==> src/rtl/vsm_pkg.sv <==
// Shared definitions for the vsm vector-scalar MAC array and its stream
// controller: the lane data width and the controller state encoding.
package vsm_pkg;

  localparam int DATA_W = 8;

  typedef enum logic [1:0] {
    CLEAR,
    ACCUM,
    SETTLE,
    DRAIN
  } vsm_ctrl_state_t;

endpackage

==> src/rtl/vsm_drain_ser.sv <==
// Result serializer for vsm_stream_ctrl.
// Captures the SIZE lane results of the MAC array into a shadow register on
// a one-cycle capture pulse, then presents them lane 0..SIZE-1 on a
// valid/ready stream.
//   clk, reset      : clock, asynchronous active-low reset
//   capture         : load shadow from vsm_out and start draining
//   vsm_out         : packed lane results, lane i at [DATA_W*i +: DATA_W]
//   out_ready       : downstream ready
//   out_valid       : element valid (held until accepted)
//   out_data        : current element
//   out_last        : high with element SIZE-1
//   done            : pulses on the handshake of the last element
module vsm_drain_ser
  import vsm_pkg::*;
#(
  parameter int SIZE = 6
) (
  input  logic                   clk,
  input  logic                   reset,
  input  logic                   capture,
  input  logic [DATA_W*SIZE-1:0] vsm_out,
  input  logic                   out_ready,
  output logic                   out_valid,
  output logic [DATA_W-1:0]      out_data,
  output logic                   out_last,
  output logic                   done
);

  localparam int IDX_W = (SIZE > 1) ? $clog2(SIZE) : 1;
  localparam logic [IDX_W-1:0] IDX_LAST = IDX_W'(SIZE - 1);

  logic [DATA_W-1:0] shadow [SIZE];
  logic [IDX_W-1:0]  idx;
  logic              valid_q;
  logic              out_hs;

  assign out_hs = valid_q & out_ready;

  always_ff @(posedge clk or negedge reset) begin
    if (!reset) begin
      valid_q <= 1'b0;
      idx     <= '0;
      for (int i = 0; i < SIZE; i++) shadow[i] <= '0;
    end else if (capture) begin
      valid_q <= 1'b1;
      idx     <= '0;
      for (int i = 0; i < SIZE; i++) shadow[i] <= vsm_out[DATA_W*i +: DATA_W];
    end else if (out_hs) begin
      if (idx == IDX_LAST) begin
        valid_q <= 1'b0;
        idx     <= '0;
      end else begin
        idx <= idx + IDX_W'(1);
      end
    end
  end

  // Data and last are gated so the stream reads zero whenever it is idle.
  assign out_valid = valid_q;
  assign out_data  = valid_q ? shadow[idx] : '0;
  assign out_last  = valid_q & (idx == IDX_LAST);
  assign done      = out_hs & (idx == IDX_LAST);

endmodule

==> src/rtl/vsm_stream_ctrl.sv <==
// Feed/drain controller for the vsm MAC array.
// Accepts DEPTH (vector, scalar) beats, presents each accepted beat to the
// array for exactly one clock, snapshots the SIZE lane results and streams
// them out one element per handshake, then clears the accumulators.
//   clk, reset           : clock, asynchronous active-low reset
//   in_valid/in_ready    : input beat handshake
//   in_a, in_b           : weight vector (lane i at in_a[8*i +: 8]), scalar
//   vsm_a, vsm_b         : beat driven into the array (zero when idle)
//   acc_reset            : active-low accumulator clear to the array
//   vsm_out              : lane results from the array
//   out_valid/out_ready  : output element handshake
//   out_data, out_last   : output element, last-lane flag
module vsm_stream_ctrl
  import vsm_pkg::*;
#(
  parameter int SIZE  = 6,
  parameter int DEPTH = 6
) (
  input  logic                   clk,
  input  logic                   reset,
  input  logic                   in_valid,
  output logic                   in_ready,
  input  logic [DATA_W*SIZE-1:0] in_a,
  input  logic [DATA_W-1:0]      in_b,
  output logic [DATA_W*SIZE-1:0] vsm_a,
  output logic [DATA_W-1:0]      vsm_b,
  output logic                   acc_reset,
  input  logic [DATA_W*SIZE-1:0] vsm_out,
  output logic                   out_valid,
  input  logic                   out_ready,
  output logic [DATA_W-1:0]      out_data,
  output logic                   out_last
);

  localparam int CNT_W = $clog2(DEPTH + 1);
  localparam logic [CNT_W-1:0] BEAT_LAST = CNT_W'(DEPTH - 1);

  vsm_ctrl_state_t state, state_nxt;
  logic [CNT_W-1:0] beat_cnt;
  logic             in_hs;
  logic             capture;
  logic             done;

  assign in_hs = in_valid & in_ready;

  always_ff @(posedge clk or negedge reset) begin
    if (!reset) begin
      state    <= CLEAR;
      beat_cnt <= '0;
    end else begin
      state <= state_nxt;
      if (in_hs) begin
        beat_cnt <= (beat_cnt == BEAT_LAST) ? '0 : beat_cnt + CNT_W'(1);
      end
    end
  end

  // Outside an accepted beat the array is fed zeros so it accumulates nothing.
  always_comb begin
    state_nxt = state;
    in_ready  = 1'b0;
    acc_reset = 1'b1;
    vsm_a     = '0;
    vsm_b     = '0;
    capture   = 1'b0;
    case (state)
      CLEAR: begin
        acc_reset = 1'b0;
        state_nxt = ACCUM;
      end
      ACCUM: begin
        in_ready = 1'b1;
        if (in_valid) begin
          vsm_a = in_a;
          vsm_b = in_b;
          if (beat_cnt == BEAT_LAST) state_nxt = SETTLE;
        end
      end
      // The last beat lands in the array at the edge entering SETTLE, so its
      // output is complete during SETTLE and is captured at the end of it.
      SETTLE: begin
        capture   = 1'b1;
        state_nxt = DRAIN;
      end
      DRAIN: begin
        if (done) state_nxt = CLEAR;
      end
      default: state_nxt = CLEAR;
    endcase
  end

  vsm_drain_ser #(
    .SIZE(SIZE)
  ) u_drain (
    .clk      (clk),
    .reset    (reset),
    .capture  (capture),
    .vsm_out  (vsm_out),
    .out_ready(out_ready),
    .out_valid(out_valid),
    .out_data (out_data),
    .out_last (out_last),
    .done     (done)
  );

endmodule

==> config.mk <==
export PLATFORM = sky130hd
export DESIGN_NAME = vsm_stream_ctrl
export DESIGN_NICKNAME = d
export VERILOG_FILES = /design/src/rtl/vsm_pkg.sv /design/src/rtl/vsm_drain_ser.sv /design/src/rtl/vsm_stream_ctrl.sv
export SDC_FILE = /design/constraint.sdc
export NUM_CORES = 1
export LEC_CHECK = 0
export ABC_AREA = 0
export ABC_CLOCK_PERIOD_IN_PS = 1800
export CORE_ASPECT_RATIO = 1.4
export CORE_MARGIN = 5
export CORE_UTILIZATION = 30
export CTS_BUF_LIST = sky130_fd_sc_hd__clkbuf_8
export DETAILED_ROUTE_END_ITERATION = 7
export GPL_TIMING_DRIVEN = 0
export PLACE_DENSITY = 0.74
export SYNTH_ARGS = -nofsm -noshare
export SYNTH_HDL_FRONTEND = slang
export SYNTH_SLANG_ARGS = --single-unit
export TNS_END_PERCENT = 20
==> constraint.sdc <==
create_clock -name clk -period 1.8 [get_ports clk]
set_input_delay 0.18 -clock clk [delete_from_list [all_inputs] [get_ports clk]]
set_output_delay 0.18 -clock clk [all_outputs]
set_load 0.01 [all_outputs]
==> impl_metrics.prom, run 1 <==
# TYPE chip_impl_metric gauge
chip_impl_metric{name="timing_max_transition_violations_final",unit=""} 0
chip_impl_info{name="highest_metal_layer_with_signal_wires",value="met4"} 1
chip_impl_metric{name="total_of_endpoints_with_negative_setup_slack_in_the_final_report",unit=""} 8
chip_impl_info{name="critPathLaunchType",value="flop"} 1
chip_impl_metric{name="antenna_violations_before_repair",unit=""} 0
chip_impl_info{name="unrepaired_setup_endpoints_after_global_routing",value="yes"} 1
chip_impl_info{name="timing.setup.critical_path_class",value="reg2out"} 1
chip_impl_metric{name="post-synth-top-area-fraction",unit=""} 0.4695
chip_impl_metric{name="clock_network_fraction_of_design_power",unit=""} 0.181
chip_impl_metric{name="stdcell_area",unit="µm²"} 5185
chip_impl_metric{name="drt_pass_1_iters",unit=""} 4
chip_impl_metric{name="worst-r2r-cell-count",unit=""} 5
chip_impl_metric{name="layout_cell_share_with_drive_strength_beyond_1",unit=""} 0.4000
chip_impl_metric{name="routedLengthMet1",unit="mm"} 3.711
chip_impl_metric{name="synth.net_count",unit=""} 369
chip_impl_metric{name="ctsLongestPathBuffers",unit=""} 2
chip_impl_metric{name="ys_async_sr_fraction",unit=""} 1.000
chip_impl_metric{name="synth-compound-area-share",unit=""} 0.02924
chip_impl_metric{name="tritoncts.num_buffers",unit=""} 9
chip_impl_info{name="synth_top_cells_by_area",value="dfrtp_1 47%, mux2_2 18%, and3_1 12%"} 1
chip_impl_metric{name="dpl.hpwl",unit="mm"} 8.616
chip_impl_metric{name="fin_skew",unit="ns"} 0.009092
chip_impl_metric{name="placedInstanceArea",unit="µm²"} 4974
chip_impl_metric{name="aggregate_routed_wire_length",unit="mm"} 10.90
chip_impl_metric{name="cts_num_sinks",unit=""} 57
chip_impl_metric{name="cell_leakage_power",unit="nW"} 2.517
chip_impl_metric{name="dp.cells",unit=""} 567
chip_impl_metric{name="proportion_of_synthesized_area_in_mux_cells",unit=""} 0.2718
chip_impl_metric{name="antenna_fix_cells",unit=""} 0
chip_impl_info{name="cts.root.buffer_cell",value="clkbuf_8"} 1
chip_impl_metric{name="achievable-frequency",unit="GHz"} 0.5190
chip_impl_info{name="synth_top_family_by_area",value="multiplexers"} 1
chip_impl_metric{name="grt_usage",unit=""} 0.1761
chip_impl_info{name="violations",value="negative setup slack"} 1
chip_impl_metric{name="gp_congestion",unit=""} 0.7216
chip_impl_metric{name="grt_pass1_vias",unit=""} 3057
chip_impl_metric{name="met2_wirelength",unit="mm"} 5.877
chip_impl_metric{name="core_footprint",unit="µm²"} 9899
chip_impl_metric{name="yosysWarnings",unit=""} 0
chip_impl_metric{name="ys_seq_area_frac",unit=""} 0.4695
chip_impl_info{name="synth_top_flop_cell",value="dfrtp_1"} 1
chip_impl_info{name="timing.critical_path.to",value="out_data[1]"} 1
chip_impl_info{name="startpoint",value="u_drain.idx[0]"} 1
chip_impl_metric{name="fin_crit",unit="ns"} 1.927
chip_impl_info{name="holdCritPathClass",value="in2async"} 1
chip_impl_metric{name="combinationalPowerShare",unit=""} 0.528
chip_impl_metric{name="pwr-share-seq",unit=""} 0.290
chip_impl_metric{name="clock_tree.htree_level_count",unit=""} 3
chip_impl_metric{name="fin_cells",unit=""} 595
chip_impl_metric{name="netlist_area",unit="µm²"} 3038
chip_impl_metric{name="timing.max_cap.violations",unit=""} 0
chip_impl_metric{name="die-height",unit="µm"} 129.1
chip_impl_info{name="timing.rr.start",value="state[0]"} 1
chip_impl_metric{name="worstPathRequired",unit="ns"} 1.62
chip_impl_info{name="yosys.cell_count.top_type",value="dfrtp_1"} 1
chip_impl_metric{name="ant_nets",unit=""} 0
chip_impl_metric{name="die_outline_area",unit="µm²"} 12270
chip_impl_metric{name="cell_internal_pwr",unit="mW"} 5.303
chip_impl_metric{name="worst_ep_arrival_time",unit="ns"} 1.75
chip_impl_metric{name="remaining_max_slew_budget_at_the_tightest_pin",unit=""} 0.7221
chip_impl_metric{name="io_pins",unit=""} 176
chip_impl_metric{name="setup_slack_of_the_worst_register_to_register_path",unit="ns"} 0.13
chip_impl_metric{name="met3_length",unit="mm"} 1.086
chip_impl_metric{name="synth_xor_area_frac",unit=""} 0.005766
chip_impl_info{name="synthDominantAreaCellType",value="dfrtp_1"} 1
chip_impl_metric{name="syn_avg_cell_area",unit="µm²"} 11.87
chip_impl_metric{name="num-nets-final",unit=""} 568
chip_impl_metric{name="tightest_slew",unit="ns"} 0.4169
chip_impl_metric{name="initial_utilization",unit=""} 0.3069
chip_impl_metric{name="grt_max_degree",unit=""} 42
chip_impl_metric{name="wire_per_inst",unit="µm"} 18.32
chip_impl_metric{name="synth_adder_area_share",unit=""} 0.02059
chip_impl_metric{name="drt-initial-drc-count",unit=""} 62
chip_impl_metric{name="cts.reportedPaths.clkPinSlew",unit="ns"} 0.07
chip_impl_metric{name="count_of_cell_types_in_the_netlist",unit=""} 27
chip_impl_metric{name="synth_edf_count",unit=""} 0
chip_impl_metric{name="areaGrowthSynthToFinish",unit="%"} 70.68
chip_impl_metric{name="grt_first_pass_wirelength",unit="mm"} 16.17
chip_impl_metric{name="crit_fanout",unit=""} 5
chip_impl_metric{name="share_of_the_cycle_needed_by_the_critical_path_after_routing",unit=""} 1.070
chip_impl_metric{name="synthSimpleGateAreaFrac",unit=""} 0.1553
chip_impl_metric{name="pre_cts_ws",unit="ns"} -0.5641
chip_impl_metric{name="dr_vias_cell",unit=""} 4.721
chip_impl_info{name="synth_commonest_cells",value="57 x dfrtp_1, 56 x and3_1, 48 x mux2_2"} 1
chip_impl_metric{name="drc",unit=""} 0
chip_impl_metric{name="setup_slack",unit="ns"} -0.1266
chip_impl_info{name="cp-end-kind",value="primary output"} 1
chip_impl_metric{name="switching_power",unit="mW"} 2.720
chip_impl_info{name="cts_tree",value="yes"} 1
chip_impl_metric{name="finalHoldViolations",unit=""} 0
chip_impl_metric{name="die_w",unit="µm"} 95.05
chip_impl_metric{name="overflow",unit=""} 0
chip_impl_info{name="run_status",value="finished, violations left"} 1
chip_impl_metric{name="worst_skew_pair.late_latency",unit="ns"} 0.34
chip_impl_info{name="r2r-end",value="u_drain.shadow[15]"} 1
chip_impl_metric{name="vdd_ir_drop_max",unit="mV"} 0.8463
chip_impl_metric{name="num_vias",unit=""} 2809
chip_impl_metric{name="power.density_cell_area",unit="nW/µm²"} 1547
chip_impl_metric{name="syn_inst",unit=""} 256
chip_impl_metric{name="postSynthRegisterBits",unit=""} 57
chip_impl_metric{name="io_buffer_count",unit=""} 175
chip_impl_metric{name="netSwitchingFraction",unit=""} 0.3390
chip_impl_metric{name="rows",unit=""} 43
==> state kept, by name, indices dropped and copies added (netlist names) <==
register           flops
u_drain.out_valid      1
beat_cnt               3
u_drain.idx            3
u_drain.shadow        48
state                  2
==> placed cells by master, fill, tap and decap left out, types with 8 or more instances in the layout <==
cell / instances
mux2i_1: 9
and3_1: 50
clkbuf_8: 13
dfrtp_1: 56
clkbuf_2: 8
clkdlybuf4s50_1: 106
buf_2: 51
mux4_2: 8
inv_2: 8
mux2_2: 48
buf_4: 13
==> timing repair <==
item                                   CTS  global route
setup endpoints to repair               67            78
pin swaps                                2             0
hold buffers                             1             0
resized for setup                      251            43
cloned                                   1             0
setup buffers                            8             2
endpoints found under the hold margin   16             0
==> cell type report <==
type	instances	area, µm²
Buffer	22	181.4
Clock buffer	10	137.6
Clock inverter	6	105.1
Fill cell	926	4715
Inverter	12	45.04
Multi-Input combinational cell	165	1515
Sequential cell	57	1428
Tap cell	135	168.9
Timing Repair Buffer	188	1604
==> kinds of logic (layout without fill, tap and decap cells) <==
group           count (synthesis)  after routing
compound gates                 14             14
flops                          57             57
buf+inv                        34            238
fa+ha+maj                       5              5
mux                            66             66
xor+xnor                        2              2
simple gates                   78             78
==> worst max-delay path, stage by stage (launching register included) <==
cell     delay, ns
dfrtp_2       0.42
buf_8         0.15
mux4_2        0.51
inv_2         0.08
o22ai_1       0.08
buf_2         0.16
==> stage by stage <==
| step | util | TNS (ns) | hold WS, ns | total power [mW] |
|---|---|---|---|---|
| after floorplan | - | 0 | -0.1156 | 4.739 |
| after global placement | 0.5009 | -85.60 | 0.4851 | 6.378 |
| after detailed placement | 0.5024 | -22.54 | 0.1395 | 6.506 |
| after CTS | 0.5297 | -1.071 | 0.3018 | 8.074 |
| after global routing | 0.5238 | -1.380 | 0.3614 | 8.571 |
| final | 0.5238 | -0.7785 | 0.3044 | 8.023 |
==> worst min-delay path by stage <==
stage | endpoint | slack, ns | cells after the start
finish | u_drain.shadow[25] | 0.30 | 2
global route | u_drain.shadow[17] | 0.36 | 2
CTS | u_drain.shadow[25] | 0.30 | 2
detailed placement | u_drain.shadow[30] | 0.14 | 1
global placement | u_drain.shadow[41] | 0.49 | 1
floorplan | beat_cnt[0] | -0.12 | 0
==> power by group through the flow <==
stage          clock network (mW)  registers, mW  logic (mW)
2_1_floorplan                   0           2.21        2.52
3_3_place_gp                    0           2.30        4.08
3_5_place_dp                    0           2.34        4.16
4_1_cts                      1.49           2.33        4.26
5_1_grt                      1.54           2.42        4.61
6_report                     1.45           2.33        4.24
==> metal layers <==
metal,global-route usage,vias to the layer above
met3,0.06330,17
li1,-,1318
met5,0,-
met2,0.3372,138
met1,0.1699,1336
met4,0.06202,0
No activity file was read; power rests on OpenSTA's default activity.
==> run 2: changes to the inputs <==
--- a/config.mk
+++ b/config.mk
@@ -14,6 +14,7 @@
 export DETAILED_ROUTE_END_ITERATION = 7
 export GPL_TIMING_DRIVEN = 0
 export PLACE_DENSITY = 0.74
+export SLEW_MARGIN = 40
 export SYNTH_ARGS = -nofsm -noshare
 export SYNTH_HDL_FRONTEND = slang
 export SYNTH_SLANG_ARGS = --single-unit
==> run 2 against run 1 <==
The run still ends with negative setup slack left. Non-clock buffer count decreased by 3. Final cell count decreased by 0.50%. Largest power group unchanged. Fmax decreased by 0.44%. Clock skew about the same. Power decreased by 2.3%.
==> impl_metrics.prom, run 2 (same netlist as run 1, synthesis figures left out) <==
# TYPE chip_impl_metric gauge
chip_impl_metric{name="largest_register_ffs",unit=""} 48
chip_impl_info{name="violations",value="negative setup slack"} 1
chip_impl_metric{name="antenna_fix_cells",unit=""} 0
chip_impl_metric{name="share_of_the_cycle_needed_by_the_critical_path_after_routing",unit=""} 1.075
chip_impl_metric{name="rows",unit=""} 43
chip_impl_metric{name="drt_pass_1_iters",unit=""} 4
chip_impl_info{name="layout.cells.most_common",value="clkdlybuf4s50_1"} 1
chip_impl_info{name="run_status",value="finished, violations left"} 1
chip_impl_metric{name="clock_tree.htree_level_count",unit=""} 3
chip_impl_info{name="mostFrequentLayoutCells",value="106 x clkdlybuf4s50_1, 56 x dfrtp_1, 51 x and3_1, 48 x mux2_2, 28 x clkbuf_2"} 1
chip_impl_metric{name="gp_congestion",unit=""} 0.7216
chip_impl_metric{name="pre_cts_ws",unit="ns"} -0.5818
chip_impl_metric{name="die-height",unit="µm"} 129.1
chip_impl_metric{name="worst_skew_pair.late_latency",unit="ns"} 0.34
chip_impl_metric{name="worst-r2r-cell-count",unit=""} 6
chip_impl_metric{name="tritoncts.num_buffers",unit=""} 9
chip_impl_metric{name="worstPathRequired",unit="ns"} 1.62
chip_impl_info{name="holdCritPathClass",value="in2async"} 1
chip_impl_metric{name="io_pins",unit=""} 176
chip_impl_metric{name="total_of_endpoints_with_negative_setup_slack_in_the_final_report",unit=""} 8
chip_impl_metric{name="tightest_slew",unit="ns"} 0.4463
chip_impl_metric{name="cell_leakage_power",unit="nW"} 2.454
chip_impl_metric{name="fin_skew",unit="ns"} 0.008896
chip_impl_metric{name="wire_per_inst",unit="µm"} 18.41
chip_impl_metric{name="timing.max_cap.violations",unit=""} 0
chip_impl_metric{name="cts_num_sinks",unit=""} 57
chip_impl_metric{name="die_outline_area",unit="µm²"} 12270
chip_impl_metric{name="grt_pass1_vias",unit=""} 3041
chip_impl_metric{name="grt.met1_usage",unit=""} 0.1701
chip_impl_metric{name="achievable-frequency",unit="GHz"} 0.5168
chip_impl_metric{name="finalHoldViolations",unit=""} 0
chip_impl_info{name="r2r-end",value="u_drain.shadow[7]"} 1
chip_impl_metric{name="globalRouteMet2Util",unit=""} 0.3376
chip_impl_metric{name="fin_worst_hold_slack",unit="ns"} 0.2382
chip_impl_metric{name="cts.reportedPaths.clkPinSlew",unit="ns"} 0.07
chip_impl_info{name="unrepaired_setup_endpoints_after_global_routing",value="yes"} 1
chip_impl_metric{name="dr_vias_cell",unit=""} 4.755
chip_impl_info{name="cts.root.buffer_cell",value="clkbuf_8"} 1
chip_impl_metric{name="drc",unit=""} 0
chip_impl_metric{name="vdd_ir_drop_max",unit="mV"} 0.8304
chip_impl_metric{name="total_power",unit="mW"} 7.835
chip_impl_metric{name="setup_slack",unit="ns"} -0.1351
chip_impl_metric{name="crit_fanout",unit=""} 5
chip_impl_metric{name="core_footprint",unit="µm²"} 9899
chip_impl_metric{name="layout_cell_share_with_drive_strength_beyond_1",unit=""} 0.3786
chip_impl_info{name="timing.setup.critical_path_class",value="reg2out"} 1
chip_impl_info{name="largestRegisters",value="u_drain.shadow x48, beat_cnt x3, u_drain.idx x3"} 1
chip_impl_metric{name="antenna_violations_before_repair",unit=""} 0
chip_impl_metric{name="drt-initial-drc-count",unit=""} 85
chip_impl_metric{name="final.fill_count",unit=""} 937
chip_impl_metric{name="grt_first_pass_wirelength",unit="mm"} 16.00
chip_impl_info{name="cts_tree",value="yes"} 1
chip_impl_info{name="registers.top_by_ff_count",value="u_drain.shadow"} 1
chip_impl_metric{name="register_area",unit="µm²"} 1428
chip_impl_metric{name="num-nets-final",unit=""} 565
chip_impl_metric{name="grt_max_degree",unit=""} 43
chip_impl_metric{name="ctsLongestPathBuffers",unit=""} 2
chip_impl_metric{name="multi_input_area",unit="µm²"} 1516
chip_impl_metric{name="areaGrowthSynthToFinish",unit="%"} 69.69
chip_impl_info{name="cp-end-kind",value="primary output"} 1
chip_impl_metric{name="fin_crit",unit="ns"} 1.935
chip_impl_info{name="timing.rr.start",value="state[0]"} 1
chip_impl_metric{name="worst_ep_arrival_time",unit="ns"} 1.76
chip_impl_metric{name="gr-usage-met3",unit=""} 0.06388
chip_impl_metric{name="fin_tns_setup",unit="ns"} -0.8396
chip_impl_metric{name="num_vias",unit=""} 2815
chip_impl_info{name="gr-max-usage-layer",value="met2"} 1
chip_impl_metric{name="initial_utilization",unit=""} 0.3069
chip_impl_metric{name="overflow",unit=""} 0
chip_impl_metric{name="ant_nets",unit=""} 0
chip_impl_metric{name="aggregate_routed_wire_length",unit="mm"} 10.90
chip_impl_metric{name="die_w",unit="µm"} 95.05
chip_impl_metric{name="io_buffer_count",unit=""} 175
chip_impl_info{name="critPathLaunchType",value="flop"} 1
chip_impl_metric{name="setup_slack_of_the_worst_register_to_register_path",unit="ns"} 0.04
chip_impl_metric{name="dpl.hpwl",unit="mm"} 8.647
chip_impl_metric{name="remaining_max_slew_budget_at_the_tightest_pin",unit=""} 0.7025
chip_impl_metric{name="power.density_cell_area",unit="nW/µm²"} 1520
chip_impl_metric{name="timing_max_transition_violations_final",unit=""} 0
chip_impl_metric{name="grt_usage",unit=""} 0.1748
==> run 2: cell types whose count changed in the layout (fill, tap and decap cells not counted), sizes merged <==
cell           before  now
inv                12   13
buf                74   49
bufinv              3    2
dlygate4sd2         6    2
clkbuf             30   44
clkinvlp            0    1
clkdlybuf4s15       3   14
==> run 2: per-layer routing <==
layer / vias up / wire (µm)
li1: 1316 / -
met1: 1346 / 3813
met2: 139 / 5801
met3: 14 / 1124
met4: 0 / 160
met5: - / 0
==> run 2: timing repair <==
item | 4_1_cts | 5_1_grt
setup endpoints to repair | 67 | 87
hold buffers | 1 | 0
endpoints found under the hold margin | 21 | 0
gates cloned | 1 | 0
pin swaps | 1 | 0
gates resized for setup | 192 | 73
buffers inserted | 6 | 1
==> run 2: final cells by class <==
cell class / count / share of cell area
Timing Repair Buffer: 185 / 0.3119
Multi-Input combinational cell: 165 / 0.2942
Sequential cell: 57 / 0.2769
Buffer: 22 / 0.03471
Tap cell: 135 / 0.03277
Clock buffer: 9 / 0.02403
Clock inverter: 7 / 0.01675
Inverter: 12 / 0.008738
==> run 2: worst max-delay path: stages (launching register included) <==
cell and delay, ns:
dfrtp_2 0.42, buf_8 0.15, mux4_2 0.51, inv_2 0.07, o22ai_1 0.09, buf_2 0.17
==> run 2: how the worst max path moves through the flow <==
| stage | startpoint | depth (start not counted) | slack (ns) | endpoint |
|---|---|---|---|---|
| after floorplan | state[1] | 5 | 0.23 | vsm_a[36] |
| after global placement | reset | 1 | -1.16 | u_drain.shadow[23] |
| after detailed placement | in_valid | 5 | -0.58 | vsm_a[44] |
| after CTS | u_drain.idx[0] | 5 | -0.21 | out_data[5] |
| after global routing | u_drain.idx[0] | 5 | -0.21 | out_data[6] |
| final | u_drain.idx[0] | 5 | -0.14 | out_data[6] |
==> run 2: power by group <==
| part | total, mW | internal, mW | leakage, nW | switching, mW |
|---|---|---|---|---|
| registers | 2.32 | 1.94 | 0.671 | 0.381 |
| clock network | 1.28 | 0.766 | 0.110 | 0.516 |
| logic | 4.23 | 2.40 | 1.67 | 1.83 |
| total | 7.83 | 5.11 | 2.45 | 2.73 |
==> run 2: per-stage QoR <==
stage                     cell area [µm²]  utilization  instances
after floorplan                      3038            -        256
final                                5155       0.5207        592
after CTS                            5225       0.5278        591
after global placement               4959       0.5009        566
after global routing                 5155       0.5207        592
after detailed placement             4976       0.5027        567
